## src/rtl/sw_debounce.sv

```systemverilog
// ---------------------------------------------------------------------------
// sw_debounce
//   Debounces a 2-bit slide-switch word. The raw levels are synchronized
//   through two flops per bit. The synchronized word must then hold one value
//   for DEB_CYCLES consecutive cycles before it is published on sw.
//
//   The two bits are settled as a single word. A change on either bit restarts
//   the count for the whole word, so sw never shows a transient mix of old
//   and new bits.
//
// Parameters
//   DEB_CYCLES : consecutive stable cycles required (legal 2 .. 2**CNT_W-1)
//   CNT_W      : width of the settle counter
//
// Ports
//   clk        : clock, all state on rising edge
//   rst        : asynchronous active-high reset
//   sw_raw[1:0]: raw, bouncing, asynchronous switch levels
//   sw[1:0]    : debounced switch word (registered)
//   sw_changed : one-cycle pulse in the cycle sw takes a new value (registered)
//   busy       : high while a candidate value is settling (registered)
// ---------------------------------------------------------------------------

// Two-flop synchronizer for one switch bit. s1 may go metastable; only s2
// (q) is used downstream.
module sw_debounce_sync (
  input  logic clk,
  input  logic rst,
  input  logic d,
  output logic q
);

  logic s1;

  always_ff @(posedge clk or posedge rst) begin
    if (rst) begin
      s1 <= 1'b0;
      q  <= 1'b0;
    end else begin
      s1 <= d;
      q  <= s1;
    end
  end

endmodule

module sw_debounce #(
  parameter int DEB_CYCLES = 1000000,
  parameter int CNT_W      = 20
) (
  input  logic       clk,
  input  logic       rst,
  input  logic [1:0] sw_raw,
  output logic [1:0] sw,
  output logic       sw_changed,
  output logic       busy
);

  localparam int NUM_BITS = 2;

  // Terminal count. Settling is done when cnt reaches this value while the
  // candidate is still present on s2.
  localparam logic [CNT_W-1:0] CNT_LAST = CNT_W'(DEB_CYCLES - 1);

  typedef enum logic {
    STABLE = 1'b0,
    SETTLE = 1'b1
  } state_t;

  // -------------------------------------------------------------------------
  // Input synchronizers, one per switch bit
  // -------------------------------------------------------------------------
  logic [NUM_BITS-1:0] s2;

  genvar gi;
  generate
    for (gi = 0; gi < NUM_BITS; gi++) begin : g_sync
      sw_debounce_sync u_sync (
        .clk (clk),
        .rst (rst),
        .d   (sw_raw[gi]),
        .q   (s2[gi])
      );
    end
  endgenerate

  // -------------------------------------------------------------------------
  // FSM and datapath state
  // -------------------------------------------------------------------------
  state_t              state, state_nxt;
  logic [NUM_BITS-1:0] cand, cand_nxt;
  logic [NUM_BITS-1:0] sw_nxt;
  logic [CNT_W-1:0]    cnt, cnt_nxt;
  logic                chg_nxt;
  logic                busy_nxt;

  logic match_cand;
  logic match_sw;
  logic cnt_done;

  assign match_cand = (s2 == cand);
  assign match_sw   = (s2 == sw);
  // The counter is never allowed past CNT_LAST. The >= form also treats an
  // out-of-range count as done, so the counter cannot walk up to a wrap.
  assign cnt_done   = (cnt >= CNT_LAST);

  // State register. All outputs are taken from flops so they are glitch-free.
  always_ff @(posedge clk or posedge rst) begin
    if (rst) begin
      state      <= STABLE;
      cand       <= '0;
      cnt        <= '0;
      sw         <= '0;
      sw_changed <= 1'b0;
      busy       <= 1'b0;
    end else begin
      state      <= state_nxt;
      cand       <= cand_nxt;
      cnt        <= cnt_nxt;
      sw         <= sw_nxt;
      sw_changed <= chg_nxt;
      busy       <= busy_nxt;
    end
  end

  // Next-state logic
  always_comb begin
    state_nxt = state;
    case (state)
      STABLE: begin
        if (!match_sw) state_nxt = SETTLE;
      end
      SETTLE: begin
        if (match_cand) begin
          if (cnt_done) state_nxt = STABLE;
        end else if (match_sw) begin
          // Bounced back to the published value; nothing to settle.
          state_nxt = STABLE;
        end
      end
      default: state_nxt = STABLE;
    endcase
  end

  // Datapath / output next-values
  always_comb begin
    cand_nxt = cand;
    cnt_nxt  = cnt;
    sw_nxt   = sw;
    chg_nxt  = 1'b0;
    busy_nxt = (state_nxt == SETTLE);

    case (state)
      STABLE: begin
        cnt_nxt = '0;
        if (!match_sw) cand_nxt = s2;
      end
      SETTLE: begin
        if (match_cand) begin
          if (cnt_done) begin
            sw_nxt  = cand;
            chg_nxt = 1'b1;
            cnt_nxt = '0;
          end else begin
            cnt_nxt = cnt + CNT_W'(1);
          end
        end else begin
          // Either a bounce back to sw or a different new value. Both
          // discard progress. A new value becomes the candidate.
          cnt_nxt = '0;
          if (!match_sw) cand_nxt = s2;
        end
      end
      default: begin
        cnt_nxt = '0;
      end
    endcase
  end

endmodule

```

## config.mk

```make
export PLATFORM = sky130hd
export DESIGN_NAME = sw_debounce
export DESIGN_NICKNAME = d
export VERILOG_FILES = /design/src/rtl/sw_debounce.sv
export SDC_FILE = /design/constraint.sdc
export NUM_CORES = 1
export LEC_CHECK = 0
export BUFFER_PORTS_ARGS = -buffer_cell sky130_fd_sc_hd__buf_2
export CAP_MARGIN = 20
export CORE_ASPECT_RATIO = 0.8
export CORE_MARGIN = 8
export CORE_UTILIZATION = 45
export CTS_CLUSTER_SIZE = 40
export DETAILED_ROUTE_END_ITERATION = 10
export PLACE_DENSITY = 0.69
export SYNTH_ARGS = -nofsm -noshare
export SYNTH_HDL_FRONTEND = slang
export SYNTH_SLANG_ARGS = --single-unit
```

## constraint.sdc

```tcl
create_clock -name clk -period 2.4 [get_ports clk]
set_input_delay 0 -clock clk [delete_from_list [all_inputs] [get_ports clk]]
set_output_delay 0 -clock clk [all_outputs]
set_load 0.1 [all_outputs]
```

==> summary.md <==
| Metric | Value |
|---|---|
| Worst-path clk slew | `about 60 ps` |
| Initial antenna violation count | `0` |
| Synthesized Nets | `135` |
| Count of final hold-check violations | `0` |
| Pin count of the biggest net entering global routing | `30` |
| Final slew viol count | `0` |
| First-pass GRT wire length | `4.66 mm` |
| Via count | `991` |
| Fin Setup TNS | `0 ps` |
| Worst Tran Pin Value | `773 ps` |
| Residual DRC count | `0` |
| H-tree Lvls | `2` |
| Chip Width | `78.4 um` |
| Relative slew slack | `48.0%` |
| Worst VDD drop | `0.000444 V` |
| Placed cell count | `176` |
| Number of synthesized flops with an enable pin | `0` |
| CTS Buffer Depth | `2` |
| Post-Synthesis Cells | `130` |
| Final wirelength | `2.60 mm` |
| Non-Filler Instances | `approximately 190` |
| Fillers | `between 200 and 300` |
| IO buf count | `7` |
| Ys flop type | `dfrtp_1` |
| R2R depth | `6` |
| Seq/Total Area, Yosys | `53.6%` |
| Global-route total usage across every layer | `11.4%` |
| Critical path arrival | `2210 ps` |
| P per Cell Area | `666 mW/mm^2` |
| DRT iter0 DRCs | `41` |
| Static Leak | `0.657 nW` |
| DIE HEIGHT | `65.9 um` |
| Synth async-reset ratio | `between 90% and 100%` |
| Vias in the first global route | `1,043` |
| Post-layout min period | `2040 ps` |
| Vias per cell | `about 5.3` |
| Core box area | `0.00304 mm^2` |
| Clock root cell | `clkbuf_8` |
| Layout net count | `151` |
| Synthesized area | `0.00140 mm^2` |
| Ant. Diodes | `0` |
| Placer congestion estimate | `approximately 0.80` |
| Worst hold slack | `99.7 ps` |
| Avg WL per Cell | `13.9 um` |
| Finish-stage setup viols | `0` |
| CTS buffer count | `5` |
| Most frequent cells in the layout | `dfrtp_1, nor2_1, xnor2_1` |
| Final period utilization | `84.9%` |
| Leading area contributor after synthesis | `dfrtp_1` |
| Number of antenna-violating nets in the routed design | `0` |
| Fmax | `491 MHz` |
| Status | `finished, final reports clean` |
| Flops & latches, synth | `30` |
| CTS tree | `built` |
| Required time of the critical path | `roughly 2600 ps` |
| # rows | `18` |
| Die area | `0.00517 mm^2` |
| Avg Cell Area, Syn | `~11 um^2` |
| Dpl hpwl | `roughly 1.8 mm` |
| Area growth from synthesis to layout | `15.9%` |
| Clk_skew | `8.55 ps` |
| Drt first pass iters | `4` |
| I/O pin count | `8` |
| Clock latency on the worst-skew pair | `~280 ps` |
| Startpoint types | `flip-flop` |
| Synth top area share | `53.6%` |
| CP max FO | `12` |
| Worst r2r src | `cnt[0]$_DFF_PP0_` |
| # clock sinks | `30` |
| Critical Path End Type | `flip-flop` |
| Cell variety after synth | `28` |
| Setup CP Type | `reg2reg` |
| Starting Density | `between 40 and 50%` |
| Share of post-route cells with drive strength above 1 | `14.3%` |
| Ranking of synthesized cells by area | `dfrtp_1, xnor2_1, nor2_1` |
| Unrepaired setup endpoints after global routing | `false` |
| Commonest non-fill, non-tap cell in the layout | `dfrtp_1` |
| Number of warning messages in the yosys log | `0` |
| HP Class | `in2async` |
| Post-CTS Repair Setup Buffers | `0` |
| GRT overflow | `0` |
| R2r endpoint | `cnt[16]$_DFF_PP0_` |
| Max Cap Viol | `0` |
| R2r setup slk | `between 300 and 400 ps` |
==> synth_stat cells (all sizes together), types with 4 or more instances <==
cell type  count
nor3           4
nand4          7
xnor2         17
dfrtp         30
a21oi          4
inv            8
nor2          22
nand3          7
nand2          4
nor4           5
==> sequential cells by signal (all words and copies together) (netlist names) <==
signal            count
cnt                  20
cand                  2
g_sync.u_sync.q       2
g_sync.u_sync.s1      2
sw                    2
state                 1
sw_changed            1
==> metrics by stage <==
stage               cell area, um^2  worst slack (ps)  power, mW  utilization, %
floorplan                      1400               445      0.581               -
global placement               1490               487      0.595            48.9
detailed placement             1490               388      0.598            48.9
CTS                            1620               333       1.09            53.4
global route                   1620               201       1.13            53.4
finish                         1620               363       1.08            53.4
==> what timing repair did <==
action	CTS	global route
hold endpoints to repair	32	0
hold buffers	3	0
gates resized for setup	0	0
==> kinds of logic (layout without fill, tap and decap cells) <==
| family | count (synthesis) | count (layout) | share of synthesized area [%] |
|---|---|---|---|
| AO/OA/AOI/OAI | 15 | 15 | 9.29 |
| XOR/XNOR | 19 | 19 | 11.9 |
| adder cells (fa/ha/maj) | 1 | 1 | 0.893 |
| buffers and inverters | 11 | 28 | 3.12 |
| flip-flops | 30 | 30 | 53.6 |
| multiplexers | 2 | 2 | 1.61 |
| AND/OR/NAND/NOR | 52 | 52 | 19.6 |
==> where the power goes <==
group          internal (mW)  switching [mW]  total [mW]
Sequential             0.517          0.0102       0.527
Combinational         0.0214          0.0437      0.0651
Clock                  0.310           0.180       0.490
==> final cells by class <==
| cell class | count | area, um^2 | area share, % |
|---|---|---|---|
| well taps | 40 | 50.0 | 3.08 |
| repair buffers | 12 | 80.1 | 4.93 |
| flip-flops and latches | 30 | 751 | 46.2 |
| clock buffers | 7 | 76.3 | 4.70 |
| multi-input cells | 89 | 607 | 37.4 |
| clock inverters | 1 | 30.0 | 1.85 |
| inverters | 8 | 30.0 | 1.85 |
==> worst max-delay path, stage by stage, from the launching register on <==
cell and delay [ps]:
dfrtp_1 390, ha_1 220, and3_1 290, a2111oi_4 120, o21bai_1 540, buf_4 300
nor2_1 70
==> how the worst max path moves through the flow <==
stage | to | slack [ps] | startpoint | cells after the start
global route | cnt[16]$_DFF_PP0_ | 200 | cnt[0]$_DFF_PP0_ | 6
global placement | cnt[12]$_DFF_PP0_ | 490 | cnt[0]$_DFF_PP0_ | 6
detailed placement | cnt[11]$_DFF_PP0_ | 390 | cnt[0]$_DFF_PP0_ | 6
floorplan | sw[1]$_DFFE_PP0P_ | 440 | state$_DFF_PP0_ | 3
finish | cnt[16]$_DFF_PP0_ | 360 | cnt[0]$_DFF_PP0_ | 6
CTS | cnt[16]$_DFF_PP0_ | 330 | cnt[0]$_DFF_PP0_ | 6
==> per-layer routing <==
layer	GRT usage, %	share of wire [%]	vias up
met4	5.53	1.8	0
met1	12.7	48	495
li1	-	-	482
met2	18.7	47	8
met3	4.62	3.3	6
met5	0	0	-
Note: power is estimated with default switching activity, not from simulation.
